**config.mk**
```make
export PLATFORM = sky130hd
export DESIGN_NAME = demux1x4_stream
export DESIGN_NICKNAME = d
export VERILOG_FILES = /design/src/rtl/demux1x4_stream.sv
export SDC_FILE = /design/constraint.sdc
export NUM_CORES = 1
export LEC_CHECK = 0
export ABC_AREA = 0
export BUFFER_PORTS_ARGS = -buffer_cell sky130_fd_sc_hd__clkbuf_2
export CAP_MARGIN = 25
export CORE_MARGIN = 10
export CORE_UTILIZATION = 31
export DETAILED_ROUTE_END_ITERATION = 7
export GPL_ROUTABILITY_DRIVEN = 0
export HOLD_SLACK_MARGIN = 0.05
export PLACE_DENSITY = 0.65
export REMOVE_ABC_BUFFERS = 1
export SYNTH_ARGS = -nofsm -noshare
export SYNTH_HDL_FRONTEND = slang
export SYNTH_SLANG_ARGS = --single-unit
```
**constraint.sdc**
```tcl
create_clock -name clk -period 2 [get_ports clk]
set_clock_uncertainty 0.2 [all_clocks]
set_input_delay 0.4 -clock clk [delete_from_list [all_inputs] [get_ports clk]]
set_output_delay 0.4 -clock clk [all_outputs]
set_load 0.01 [all_outputs]
```
**src/rtl/demux1x4_stream.sv**
```systemverilog
// Registered 1-to-4 valid/ready stream demultiplexer with a one-entry holding register per lane.
// Define DEMUX_AUTO_SEL_EN to replace in_sel with an internal round-robin lane pointer.
module demux1x4_stream #(
    parameter int unsigned WIDTH = 16
) (
    input  logic               clk,
    input  logic               rst_n,
    input  logic [WIDTH-1:0]   in_data,
    input  logic [1:0]         in_sel,
    input  logic               in_valid,
    output logic               in_ready,
    output logic [4*WIDTH-1:0] out_data,
    output logic [3:0]         out_valid,
    input  logic [3:0]         out_ready,
    output logic [7:0]         xfer_cnt
);

    logic [1:0]         sel;
    logic               accept;
    logic [3:0]         valid_q, valid_d;
    logic [4*WIDTH-1:0] data_q;
    logic [7:0]         cnt_q;

`ifdef DEMUX_AUTO_SEL_EN
    logic [1:0] rr_ptr_q;
    logic       unused_sel;

    assign sel        = rr_ptr_q;
    assign unused_sel = ^in_sel;

    // No skipping: a full target lane stalls the input until it drains.
    always_ff @(posedge clk or negedge rst_n) begin
        if (!rst_n) begin
            rr_ptr_q <= 2'd0;
        end else if (accept) begin
            rr_ptr_q <= rr_ptr_q + 2'd1;
        end
    end
`else
    assign sel = in_sel;
`endif

    assign in_ready = !valid_q[sel] || out_ready[sel];
    assign accept   = in_valid && in_ready;

    // Drain first, then let a load override so drain+load on one lane has no bubble.
    always_comb begin
        valid_d = valid_q & ~out_ready;
        if (accept) begin
            valid_d[sel] = 1'b1;
        end
    end

    always_ff @(posedge clk or negedge rst_n) begin
        if (!rst_n) begin
            valid_q <= 4'b0000;
            data_q  <= '0;
            cnt_q   <= 8'd0;
        end else begin
            valid_q <= valid_d;
            if (accept) begin
                cnt_q <= cnt_q + 8'd1;
            end
            for (int i = 0; i < 4; i++) begin
                if (accept && sel == 2'(i)) begin
                    data_q[i*WIDTH +: WIDTH] <= in_data;
                end
            end
        end
    end

    assign out_valid = valid_q;
    assign out_data  = data_q;
    assign xfer_cnt  = cnt_q;

endmodule

```
==> out/summary.txt <==
post-route clock period utilization - 1.07
Placed Cells - 420
final wirelength - 7.40 mm
FF+latch count, synth - 76
DR iter-0 viols - 52
P_int - 3040 uW
critical path startpoint category - flop
Reg2Reg Depth - 6
Crit. End Element - output pin
DR DRC count - 0
most common cell after layout, fill and taps aside - clkbuf_2
failing checks - negative setup slack
chip height - 118 um
CTS buffer count - 9
min-delay src - in_data[13]
commonest non-fill, non-tap cells in the layout - 99 x clkbuf_2, 76 x dfrtp_1, 58 x mux2_2
Final setup viols - 2
post-synthesis cell count - 186
CTS tree - yes
CP Max Fanout - 2
Final Hold Viols - 0
worst skew pair latency - 0.34 ns
run status - complete, but fails checks
initial antenna violation count - 0
# H-tree levels - 3
Synth warnings - 0
Max Cap Viol - 0
vias post-DR - 1960
DR WL/cell - 16.6 um
CTS root buffer - clkbuf_8
initial core utilization - 0.320
layout cells sized above 1 - 0.642
fillers - 915
worst hold stages - 2
switch share - 0.308
Avg Cell Area, Syn - 16.0 um2
first-pass GRT wire length - 11.9 mm
pin count of the biggest net entering global routing - 77
mapped cell area - 2970 um2
CP bufs+invs - 2
Pins Over Slew Limit - 0
CP peak stage delay - 0.49 ns
Critical R2R Launch - out_valid[2]
share of the yosys chip area belonging to registers - 0.639
Final Critical Period - 2.14 ns
post-synth cell types - 28
Chip Width - 118 um
DIE AREA - 13900 um2
fin cells - 445
utilization after layout - 0.434
fin nets - 337
reg2reg end - xfer_cnt[7]
register clock-pin slew on the reported worst setup and hold paths - 0.08 ns
cell family with most CP delay - multiplexers
switching pwr - 1350 uW
area grow syn2layout - 35.5%
final setup margin - -0.144 ns
detailed-route vias per instance - 4.40
CTS Buffer Depth - 2
worst endpoint data arrival time - 1.54 ns
Max IR drop VDD - 0.397 mV
core area - 9280 um2
placed wire-length estimate - 5.38 mm
Pleak - 0.00192 uW
crit path cell chain - nor2b_1 -> mux4_2 -> inv_2 -> buf_6
Slew headroom - 0.725
Hold WC Path Type - input port to flop
Antenna Cells - 0
WHS Endpoint - out_data[61]
Sink Count - 76
combinational power share - 0.257
Total GRT Usage - 0.106
vias in the first global route - 2205
First-pass DRT Iterations - 4
ANT nets after route - 0
IO buf count - 101
Worst R2R Setup Slack - -0.05 ns
Flop pwr share - 0.480
CP Class - flop to output pin
unrepaired setup endpoints after global routing - true
slowest CP cell - mux4_2
Peak Freq - 466 MHz
Tot Pwr - 4390 uW
worst slew pin tran - 0.413 ns
Clk pwr share - 0.263
pwr dens - 1090 nW/um2
FP Rows - 35
Top Ports - 102
total gr overflow - 0
WP data required - 1.40 ns
[through the flow]
| step | setup WS [ns] | hold WS, ns | setup TNS (ns) | area, um2 |
|---|---|---|---|---|
| global route | -0.203 | 0.118 | -0.388 | 4030 |
| detailed placement | 0.0393 | 0.255 | 0 | 3740 |
| finish | -0.144 | 0.112 | -0.190 | 4030 |
| CTS | -0.180 | 0.0958 | -0.296 | 4020 |
| global placement | 0.0519 | 0.249 | 0 | 3740 |
| floorplan | 0.0335 | -0.0956 | 0 | 2940 |
[per-layer routing]
layer  track usage  part of all wire  up-vias  wire length (um)
li1              -                 -      898                 -
met1         0.132              0.44      991              3250
met2         0.161              0.47       60              3510
met3        0.0436             0.073       11               543
met4        0.0394             0.014        0               103
met5             0                 0        -                 0
[power by group through the flow]
| stage | Clock, uW | Sequential, uW | Combinational [uW] |
|---|---|---|---|
| 2_1_floorplan | 0 | 2280 | 395 |
| 5_1_grt | 1260 | 2160 | 1240 |
| 3_5_place_dp | 0 | 2140 | 1130 |
| 3_3_place_gp | 0 | 2120 | 1120 |
| 4_1_cts | 1200 | 2110 | 1160 |
| 6_report | 1150 | 2110 | 1130 |
[final cells by class]
class | instances | area [um2] | area share
multi-input cells | 103 | 1060 | 0.264
repair buffers | 119 | 702 | 0.174
well taps | 129 | 161 | 0.0400
inverters | 2 | 7.51 | 0.00186
clock buffers | 11 | 131 | 0.0326
flip-flops and latches | 76 | 1900 | 0.472
clock inverters | 5 | 61.3 | 0.0152
[synthesized netlist by cell type]
library cell | instances | share of area
mux2_2 | 58 | 0.22
and3_1 | 2 | 0.0042
inv_1 | 1 | 0.0013
nand2_1 | 4 | 0.0050
nor3_2 | 1 | 0.0034
nand2_2 | 1 | 0.0021
nor2b_1 | 3 | 0.0063
nand2b_1 | 3 | 0.0063
nor4b_2 | 1 | 0.0050
nand3_1 | 1 | 0.0017
or2_2 | 2 | 0.0042
inv_2 | 1 | 0.0013
nor2_1 | 2 | 0.0025
nand4_1 | 2 | 0.0042
nand3b_1 | 1 | 0.0025
buf_2 | 3 | 0.0050
dfrtp_1 | 76 | 0.64
ha_1 | 1 | 0.0042
mux2_1 | 6 | 0.023
nor3b_4 | 1 | 0.0063
xor2_1 | 4 | 0.012
mux2_4 | 1 | 0.0050
buf_4 | 2 | 0.0050
o21ai_0 | 1 | 0.0017
mux4_2 | 1 | 0.0076
nor3_1 | 2 | 0.0034
xnor2_1 | 3 | 0.0088
nor2b_4 | 2 | 0.0093
[kinds of logic after synthesis]
logic type / Yosys count / share of synthesized area
AOI/OAI and AO/OA: 1 / 0.00168
adders and majority gates: 1 / 0.00421
DFF: 76 / 0.639
buffers and inverters: 7 / 0.0126
xor gates and xnor gates: 7 / 0.0206
muxes: 66 / 0.255
and+or+nand+nor: 28 / 0.0665
[state kept, by name, summed over array words and instances (netlist names)]
register,cells
out_data,64
out_valid,4
xfer_cnt,8
[repair_timing]
| item | in CTS | in global routing |
|---|---|---|
| hold buffers | 1 | 0 |
| hold endpoints to repair | 76 | 0 |
| endpoints found under the setup margin | 1 | 5 |
| gates resized for setup | 0 | 6 |
| buffers inserted | 10 | 1 |
[how the worst max path moves through the flow]
stage / from / cells past startpoint / endpoint / slack (ns)
2_1_floorplan: out_valid[1] / 3 / out_data[16] / 0.03
3_3_place_gp: out_ready[3] / 5 / in_ready / 0.05
3_5_place_dp: out_ready[3] / 5 / in_ready / 0.04
4_1_cts: out_valid[3] / 4 / in_ready / -0.18
5_1_grt: out_valid[3] / 4 / in_ready / -0.20
6_report: out_valid[2] / 4 / in_ready / -0.14
Power figures use the tool's default switching activity.
